<file path="src/rtl/uart_mmio_pkg.sv">
// uart_mmio_pkg: shared UART MMIO address map and decode helper.
// Used by both the store-side decoder and the load-side status/data encoder.
package uart_mmio_pkg;

  localparam logic [31:0] UART_CTRL_ADDR     = 32'h8000_0000;
  localparam logic [31:0] UART_STAT_ADDR     = 32'h8000_0004;
  localparam logic [31:0] UART_TX_ADDR       = 32'h8000_0008;
  localparam logic [31:0] UART_RX_ADDR       = 32'h8000_000c;
  localparam logic [31:0] UART_DROP_CLR_ADDR = 32'h8000_0010;

  localparam int TX_DEPTH_DEFAULT = 4;
  localparam int TX_PTR_W_DEFAULT = 2;

  // Full 32-bit address match; no aliasing of the UART registers.
  function automatic logic addr_hit(input logic [31:0] addr, input logic [31:0] target);
    return (addr == target);
  endfunction

endpackage

</file>
<file path="src/rtl/uart_mmio_decode_if.sv">
// uart_mmio_decode_if: CPU memory-access bus seen by the UART MMIO decoders.
// The CPU side drives the strobes/address/data; the decoder only observes them.
interface uart_mmio_decode_if;

  logic [31:0] addr;
  logic        memWr;
  logic        memRd;
  logic [31:0] wrData;

  modport master (output addr, output memWr, output memRd, output wrData);
  modport slave  (input  addr, input  memWr, input  memRd, input  wrData);

endinterface

</file>
<file path="src/rtl/uart_tx_fifo.sv">
// uart_tx_fifo: small byte FIFO between the TX store decode and the output stage.
// Power-of-two depth so the read/write pointers wrap naturally; a separate
// count register (one bit wider than the pointers) distinguishes full from empty.
// Push when full and pop when empty are ignored.
module uart_tx_fifo #(
  parameter int TX_DEPTH = 4,
  parameter int TX_PTR_W = 2
) (
  input  logic       clk,
  input  logic       reset_n,
  input  logic       push,
  input  logic       pop,
  input  logic [7:0] din,
  output logic [7:0] dout,
  output logic       full,
  output logic       empty
);

  logic [7:0]          mem_r [TX_DEPTH];
  logic [TX_PTR_W-1:0] wr_ptr_r;
  logic [TX_PTR_W-1:0] rd_ptr_r;
  logic [TX_PTR_W:0]   count_r;
  logic [TX_PTR_W:0]   count_next_s;
  logic                push_ok_s;
  logic                pop_ok_s;

  assign full      = (count_r == (TX_PTR_W+1)'(TX_DEPTH));
  assign empty     = (count_r == (TX_PTR_W+1)'(0));
  assign push_ok_s = push && !full;
  assign pop_ok_s  = pop && !empty;
  assign dout      = mem_r[rd_ptr_r];

  // Occupancy update: a simultaneous push and pop leaves the count unchanged.
  always_comb begin
    count_next_s = count_r;
    case ({push_ok_s, pop_ok_s})
      2'b10:   count_next_s = count_r + (TX_PTR_W+1)'(1);
      2'b01:   count_next_s = count_r - (TX_PTR_W+1)'(1);
      default: count_next_s = count_r;
    endcase
  end

  // Storage, pointers and count; reset flushes every queued byte.
  always_ff @(posedge clk or negedge reset_n) begin
    if (!reset_n) begin
      wr_ptr_r <= '0;
      rd_ptr_r <= '0;
      count_r  <= '0;
      for (int i = 0; i < TX_DEPTH; i++) begin
        mem_r[i] <= 8'h00;
      end
    end else begin
      if (push_ok_s) begin
        mem_r[wr_ptr_r] <= din;
        wr_ptr_r        <= wr_ptr_r + TX_PTR_W'(1);
      end
      if (pop_ok_s) begin
        rd_ptr_r <= rd_ptr_r + TX_PTR_W'(1);
      end
      count_r <= count_next_s;
    end
  end

endmodule

</file>
<file path="src/rtl/uart_mmio_decode.sv">
// uart_mmio_decode: store-side UART MMIO decoder.
// Stores to the TX data register queue a byte in uart_tx_fifo; a single output
// register drains the FIFO over the DataIn/DataInValid/DataInReady handshake.
// Loads of the RX data register with a byte waiting produce a registered
// one-cycle DataOutReady pop pulse.
// Optional feature macro: UART_DECODE_DROP_CNT_EN adds the dropCount port, a
// saturating count of stores lost to a full FIFO, cleared by a store to
// UART_DROP_CLR_ADDR.
module uart_mmio_decode
  import uart_mmio_pkg::*;
#(
  parameter int TX_DEPTH = TX_DEPTH_DEFAULT,
  parameter int TX_PTR_W = TX_PTR_W_DEFAULT
) (
  input  logic              clk,
  input  logic              reset_n,
  uart_mmio_decode_if.slave bus,
  output logic [7:0]        DataIn,
  output logic              DataInValid,
  input  logic              DataInReady,
  input  logic              DataOutValid,
  output logic              DataOutReady,
  output logic              txNotFull,
  output logic              txIdle
`ifdef UART_DECODE_DROP_CNT_EN
  ,
  output logic [15:0]       dropCount
`endif
);

  logic       tx_sel_s;
  logic       push_s;
  logic       pop_s;
  logic       rx_pop_s;
  logic       fifo_full_s;
  logic       fifo_empty_s;
  logic [7:0] fifo_dout_s;
  logic       unused_wr_data_s;

  // Only the low byte of store data reaches the transmitter.
  assign unused_wr_data_s = ^bus.wrData[31:8];

  // Address decode. Full is the pre-edge value, so a same-cycle pop never
  // rescues a store to a full FIFO. The stage reloads from the FIFO head only
  // when it is empty or emptying; a push into an empty FIFO is not bypassed.
  always_comb begin
    tx_sel_s = bus.memWr && addr_hit(bus.addr, UART_TX_ADDR);
    push_s   = tx_sel_s && !fifo_full_s;
    pop_s    = !fifo_empty_s && (!DataInValid || DataInReady);
    rx_pop_s = bus.memRd && addr_hit(bus.addr, UART_RX_ADDR) && DataOutValid;
  end

  uart_tx_fifo #(
    .TX_DEPTH (TX_DEPTH),
    .TX_PTR_W (TX_PTR_W)
  ) u_tx_fifo (
    .clk     (clk),
    .reset_n (reset_n),
    .push    (push_s),
    .pop     (pop_s),
    .din     (bus.wrData[7:0]),
    .dout    (fifo_dout_s),
    .full    (fifo_full_s),
    .empty   (fifo_empty_s)
  );

  // Output stage: DataIn is held while valid and not accepted; valid only
  // falls on a transfer with nothing left to reload.
  always_ff @(posedge clk or negedge reset_n) begin
    if (!reset_n) begin
      DataIn      <= 8'h00;
      DataInValid <= 1'b0;
    end else if (pop_s) begin
      DataIn      <= fifo_dout_s;
      DataInValid <= 1'b1;
    end else if (DataInValid && DataInReady) begin
      DataInValid <= 1'b0;
    end else begin
      DataInValid <= DataInValid;
    end
  end

  // RX pop pulse: exactly one cycle per qualifying load cycle.
  always_ff @(posedge clk or negedge reset_n) begin
    if (!reset_n) begin
      DataOutReady <= 1'b0;
    end else begin
      DataOutReady <= rx_pop_s;
    end
  end

  // Status outputs follow registered state with no extra latency.
  always_comb begin
    txNotFull = !fifo_full_s;
    txIdle    = fifo_empty_s && !DataInValid;
  end

`ifdef UART_DECODE_DROP_CNT_EN
  logic drop_s;
  logic drop_clr_s;

  // A store lost to a full FIFO, and the counter clear strobe.
  always_comb begin
    drop_s     = tx_sel_s && fifo_full_s;
    drop_clr_s = bus.memWr && addr_hit(bus.addr, UART_DROP_CLR_ADDR);
  end

  // Saturating drop counter; a clear coinciding with a drop restarts at one.
  always_ff @(posedge clk or negedge reset_n) begin
    if (!reset_n) begin
      dropCount <= 16'h0000;
    end else if (drop_clr_s) begin
      dropCount <= drop_s ? 16'h0001 : 16'h0000;
    end else if (drop_s && (dropCount != 16'hFFFF)) begin
      dropCount <= dropCount + 16'h0001;
    end else begin
      dropCount <= dropCount;
    end
  end
`endif

endmodule

</file>
<file path="src/flat_wrapper.sv">
// flat-port wrapper written by rule: the top's interface ports become plain ports
module uart_mmio_decode_flat import uart_mmio_pkg::*;
#(
  parameter int TX_DEPTH = TX_DEPTH_DEFAULT,
  parameter int TX_PTR_W = TX_PTR_W_DEFAULT
)
  (clk, reset_n, DataIn, DataInValid, DataInReady, DataOutValid, DataOutReady, txNotFull, txIdle, bus_addr, bus_memWr, bus_memRd, bus_wrData);
  uart_mmio_decode_if bus_i ();
  input  logic clk;
  input  logic reset_n;
  output logic [7:0] DataIn;
  output logic DataInValid;
  input  logic DataInReady;
  input  logic DataOutValid;
  output logic DataOutReady;
  output logic txNotFull;
  output logic txIdle;
  input wire logic [$bits(bus_i.addr)-1:0] bus_addr;
  input wire logic [$bits(bus_i.memWr)-1:0] bus_memWr;
  input wire logic [$bits(bus_i.memRd)-1:0] bus_memRd;
  input wire logic [$bits(bus_i.wrData)-1:0] bus_wrData;
  assign bus_i.addr = bus_addr;
  assign bus_i.memWr = bus_memWr;
  assign bus_i.memRd = bus_memRd;
  assign bus_i.wrData = bus_wrData;
  uart_mmio_decode #(.TX_DEPTH(TX_DEPTH), .TX_PTR_W(TX_PTR_W)) u_core (.clk(clk), .reset_n(reset_n), .bus(bus_i), .DataIn(DataIn), .DataInValid(DataInValid), .DataInReady(DataInReady), .DataOutValid(DataOutValid), .DataOutReady(DataOutReady), .txNotFull(txNotFull), .txIdle(txIdle));
endmodule
</file>
<file path="config.mk">
export PLATFORM = sky130hd
export DESIGN_NAME = uart_mmio_decode_flat
export DESIGN_NICKNAME = d
export VERILOG_FILES = /design/src/rtl/uart_mmio_pkg.sv /design/src/rtl/uart_mmio_decode_if.sv /design/src/rtl/uart_tx_fifo.sv /design/src/rtl/uart_mmio_decode.sv /design/src/flat_wrapper.sv
export SDC_FILE = /design/constraint.sdc
export NUM_CORES = 1
export LEC_CHECK = 0
export ABC_AREA = 1
export BUFFER_PORTS_ARGS = -buffer_cell sky130_fd_sc_hd__buf_4
export CORE_MARGIN = 2
export CORE_UTILIZATION = 50
export CTS_CLUSTER_SIZE = 28
export DETAILED_ROUTE_END_ITERATION = 8
export PLACE_DENSITY_LB_ADDON = 0.12
export SYNTH_ARGS = -nofsm -noshare
export SYNTH_HDL_FRONTEND = slang
export SYNTH_SLANG_ARGS = --single-unit
</file>
<file path="constraint.sdc">
create_clock -name clk -period 2.39 [get_ports clk]
set_clock_uncertainty 0.15 [all_clocks]
set_input_delay 0.478 -clock clk [delete_from_list [all_inputs] [get_ports clk]]
set_output_delay 0.478 -clock clk [all_outputs]
set_load 0.03 [all_outputs]
</file>
# == Word-level counts from Yosys, hierarchy flattened ==
# Cells that the tools add are included.
# totals
output_inout_bits,12
elab_cells,50
regBits,49
# op_classes
order_cmp,3
add_sub_neg,4
n_bitwise,2
mux,9
eq_ne,5
n_reduce_logical,17
# op_table
op,count
equality test 32 bit (second input constant),2
bitwise mux 32 bit,1
2-to-1 mux 8 bit,3
binary-select mux 8 bit (select 2 bit),1
demux 8 bit (select 2 bit),1
logical AND 1 bit,10
greater-or-equal comparator 3 bit (second input constant),2
NOT 2 -> 3 bit,2
one-hot mux 3 bit (2 select lines),1
adder 2 x 1 -> 2 bit (second input constant),2
nonzero test 2 bit,2
adder 3 x 1 -> 3 bit (second input constant),1
equality test 3 bit (second input constant),1
logical NOT 1 bit,3
logical NOT 3 bit,1
< comparator 3 x 1 -> 1 bit (second input constant),1
subtractor 3 x 1 -> 3 bit (second input constant),1
equality test 2 x 1 -> 1 bit (second input constant),1
equality test 2 bit (second input constant),1
2-to-1 mux 1 bit,2
logical OR 1 bit,1

# == Logic depth before layout (Yosys ltp) ==
# depth
word_depth,6
ltp_mapped,14

# == Modules after synthesis ==
# From an unflattened synthesis, not the netlist that was laid out.
# unflattened
cells_unflattened,333
hier_area_um2,2577.5
# modules_own_cells
module,area_per_inst_um2,cells_each,n_inst
uart_tx_fifo,2031.9,251,1
uart_mmio_decode,545.5,82,1

# == Worst setup path before layout ==
# Ideal clock, no wire load.
# synth_timing
path_kind,input-to-reg
start,in bus_addr[27]
end,reg u_core.u_tx_fifo.count_r[1]
setup_time_ns,0.083
path_slack_ns,0.143
t_arrival_ns,2.014
required_ns,2.157
stages,11
path_cell_list,nor2_1 > nand2_1 > nor2_1 > nand2_1 > nor2_2 > buf_6 > nand2_1 > ha_1 > inv_1 > fa_1 > o21ai_0
# synth_via
elab_chain_cells,6
elab_cells_between_ends,8
classes_between,eq/ne (3); mux (1); reduce/logical (4)
# synth_rtl
element,line_no,source
"start, declared",flat_wrapper.sv:18,input wire logic [$bits(bus_i.addr)-1:0] bus_addr;
equality test 32 bit *,uart_mmio_pkg.sv:16,return (addr == target);
logical AND 1 bit *,uart_mmio_decode.sv:47,"tx_sel_s = bus.memWr && addr_hit(bus.addr, UART_TX_ADDR);"
logical AND 1 bit *,uart_mmio_decode.sv:48,push_s = tx_sel_s && !fifo_full_s;
logical AND 1 bit *,uart_tx_fifo.sv:29,assign push_ok_s = push && !full;
equality test 2 x 1 -> 1 bit / equality test 2 bit (equally long branches),uart_tx_fifo.sv:36,"case ({push_ok_s, pop_ok_s})"
one-hot mux 3 bit (2 select lines) / nonzero test 2 bit (equally long branches),-,
"end signal, assigned",uart_tx_fifo.sv:60,count_r <= count_next_s;
"end, declared",uart_tx_fifo.sv:22,logic [TX_PTR_W:0] count_r;
# Mark *: on every way between the ends. The rest lies on a longest branch, timed or not.
# A chain may end at the register's enable or synchronous reset.

# == Worst setup path after layout ==
# layout_timing
start,reg u_core.u_tx_fifo.count_r[1]
end,reg u_core.u_tx_fifo.count_r[2]
# layout_via
elab_chain_cells,6
elab_cells_between_ends,14
classes_between,add/sub (2); eq/ne (3); mux (1); reduce/logical (8)
# layout_rtl
element,line_no
equality test 3 bit / logical NOT 3 bit (equally long branches),"uart_tx_fifo.sv:27, uart_tx_fifo.sv:28"
"logical NOT 1 bit, on equally long branches",-
"logical AND 1 bit, on equally long branches","uart_mmio_decode.sv:48, uart_mmio_decode.sv:49"
"logical AND 1 bit, on equally long branches","uart_tx_fifo.sv:29, uart_tx_fifo.sv:30"
equality test 2 x 1 -> 1 bit / equality test 2 bit (equally long branches),uart_tx_fifo.sv:36
one-hot mux 3 bit (2 select lines) / nonzero test 2 bit (equally long branches),-
# Parallel ways exist; a longest one is shown, timed or not.

==> impl_metrics.tcl <==
set metrics [dict create \
    status "complete, no violations" \
    fmax_mhz 449 \
    postCtsSetupBuffers 0 \
    ir_worst_vdd_v 0.000353 \
    synth_seq_cells 49 \
    critPathArrivalTime_ps 2260 \
    drt_iter0_drc 133 \
    cp.required_ps 2420 \
    grt_pass1_vias 1990 \
    syn-num-nets 381 \
    num_vias 2199 \
    grtUsageMet2 0.338 \
    route.detailed.drc 0 \
    globalRouteOverflowTotal 0 \
    port_buffers 57 \
    design.core.area_um2 4790 \
    design_area_um2 3010 \
    endpoint_kind "register" \
    leakagePower_nw 1.55 \
    die_area_um2 5620 \
    ctsResizeCount 0 \
    utilization 0.629 \
    synthCells 305 \
    place_hpwl_um 3870 \
    cts.reportedPaths.clkPinSlew_ps 80 \
    insertion_delay_ps 300 \
    syn_area_um2 2520 \
    worst_r2r_endpoint "u_core.u_tx_fifo.count_r[2]" \
    cts-buffers-inserted 5 \
    maxCapViolations 0 \
    ff2ff_path_depth 10 \
    drt_pass1_iterations 4 \
    io_pins 82 \
    min_period_over_period 0.932 \
    final-seq-area_um2 1230 \
    yosysSeqAreaShare 0.487 \
    antenna_found_initial 0 \
    criticalPathCategory "register to register" \
    cp_max_fo 3 \
    crit_start "u_core.u_tx_fifo.count_r[1]" \
    antenna_left 0 \
    synth_area_leaders "dfrtp_1, nand2_1, nor2_1, nand4_1, o21ai_0" \
    slew-limit-headroom 0.594 \
    drive_above_1_share 0.207 \
    avgRoutedWirePerCell_um 13.1 \
    grt_setup_unrepaired "no" \
    synthMostInstantiatedCell "nand2_1" \
    grtUsageTotal 0.226 \
    grt_max_degree 50 \
    synth_ff_type "dfrtp_1" \
    power_w 0.00266 \
    diodes 0 \
    ys_types 24 \
    htree_levels 2 \
    powerDensity_nw_per_um2 882 \
    grt_use_met3 0.0602 \
    fin_crit_ps 2230 \
    tritoncts "built" \
    cts_root_buffer "clkbuf_8" \
    synth_area_leader_cell "dfrtp_1" \
    synthDominantCellAreaShare 0.487 \
    grt_busiest_layer "met2" \
    layout.nets 433 \
    placed_cell_area_um2 2920 \
    multi_input_area_um2 1100 \
    nFillCells 464 \
    syn_area_per_cell_um2 8.25 \
    gp_congestion 0.737 \
    final_max_slew_viol_count 0 \
    rows 25 \
    synth_commonest_cells "nand2_1, nor2_1, dfrtp_1, nand4_1, o21ai_0" \
    grt_use_met1 0.328 \
    tightest_slew_ps 609 \
    hold_violations 0 \
    via_per_inst 5.19 \
    wl_um 5560 \
    grt_pass1_wl_um 9540 \
    synth_edf_count 0 \
    die_w_um 74.9 \
    cts.path.max_buffers 2 \
    ys.warnings.count 0 \
    setup-violations-final 0 \
    r2r_setup_slack_ps 160 \
    cp-endpoint "u_core.u_tx_fifo.count_r[2]" \
    initial_core_util 0.526 \
    async_flop_share 1.00 \
    die_height_um 74.9 \
    r2r-start "u_core.u_tx_fifo.count_r[1]" \
    hp-class "primary input to asynchronous set/reset pin" \
    cp-start-kind "register" \
    clock_sinks 49 \
    tns_ps 0 \
    synthToLayoutAreaGrowth_pct 19.6 \
    cts_hold_buffers 0 \
]
[cells by family after synthesis]
| group | share of synthesized area |
|---|---|
| XOR/XNOR | 0.0104 |
| buffers and inverters | 0.0781 |
| AND/OR/NAND/NOR | 0.334 |
| flip-flops | 0.487 |
| adder cells (fa/ha/maj) | 0.0328 |
| AO/OA/AOI/OAI | 0.0577 |
[report_power, final]
group | total [W] | switching (W) | internal (W)
Clock | 0.000491 | 0.000261 | 0.000230
Sequential | 0.00105 | 0.0000939 | 0.000956
Combinational | 0.00112 | 0.000696 | 0.000420
[per-stage QoR]
stage	setup slack, ps	instances	hold slack (ps)
final	161	424	27.4
after global routing	15.7	424	78.9
after CTS	152	424	55.0
after detailed placement	84.1	417	303
after global placement	136	417	298
after floorplan	143	305	32.4
[area by class of cell]
class / instances / share of cell area
clock buffers: 7 / 0.0287
inverters: 13 / 0.0162
multi-input cells: 226 / 0.365
flip-flops and latches: 49 / 0.407
well taps: 67 / 0.0278
repair buffers: 62 / 0.155
[registers in the layout, summed over array words and instances (netlist names)]
| name | count |
|---|---|
| u_core.u_tx_fifo.wr_ptr_r | 2 |
| u_core.DataInValid | 1 |
| u_core.DataIn | 8 |
| u_core.u_tx_fifo.count_r | 3 |
| u_core.u_tx_fifo.rd_ptr_r | 2 |
| u_core.u_tx_fifo.mem_r | 32 |
| u_core.DataOutReady | 1 |
[worst max-delay path, stage by stage (launching register included)]
cell	delay, ps
dfrtp_1	410
nor3_1	240
buf_4	170
nor3_4	30
nand2_1	120
ha_1	160
inv_1	60
fa_1	380
a21oi_1	140
o21ai_0	100
xor2_1	140
[layer usage]
metal | routed length (µm) | up-vias
li1 | - | 1111
met3 | 325 | 4
met5 | 0 | -
met4 | 51 | 0
met1 | 2680 | 1026
met2 | 2510 | 58
[worst min-delay path by stage]
stage | start | to | slack [ps]
2_1_floorplan | reset_n | u_core.DataInValid | 30
3_3_place_gp | u_core.u_tx_fifo.mem_r[4] | u_core.u_tx_fifo.mem_r[4] | 300
3_5_place_dp | u_core.u_tx_fifo.mem_r[6] | u_core.u_tx_fifo.mem_r[6] | 300
4_1_cts | reset_n | u_core.DataInValid | 60
5_1_grt | reset_n | u_core.DataInValid | 80
6_report | reset_n | u_core.DataInValid | 30
[placed cells by master, fill, tap and decap left out, drive strengths merged]
cell type  synthesis  layout
buf               16      62
xnor2              1       1
xor2               2       2
dfrtp             49      49
a31oi              8       8
a21oi              1       1
ha                 5       5
nor2              64      64
nor3               3       3
inv               12      12
fa                 1       1
o21ai             18      18
clkinv             1       1
clkbuf             1       7
nand4             32      32
nand3              8       8
nand2             83      83
(Power assumes the default switching activity.)
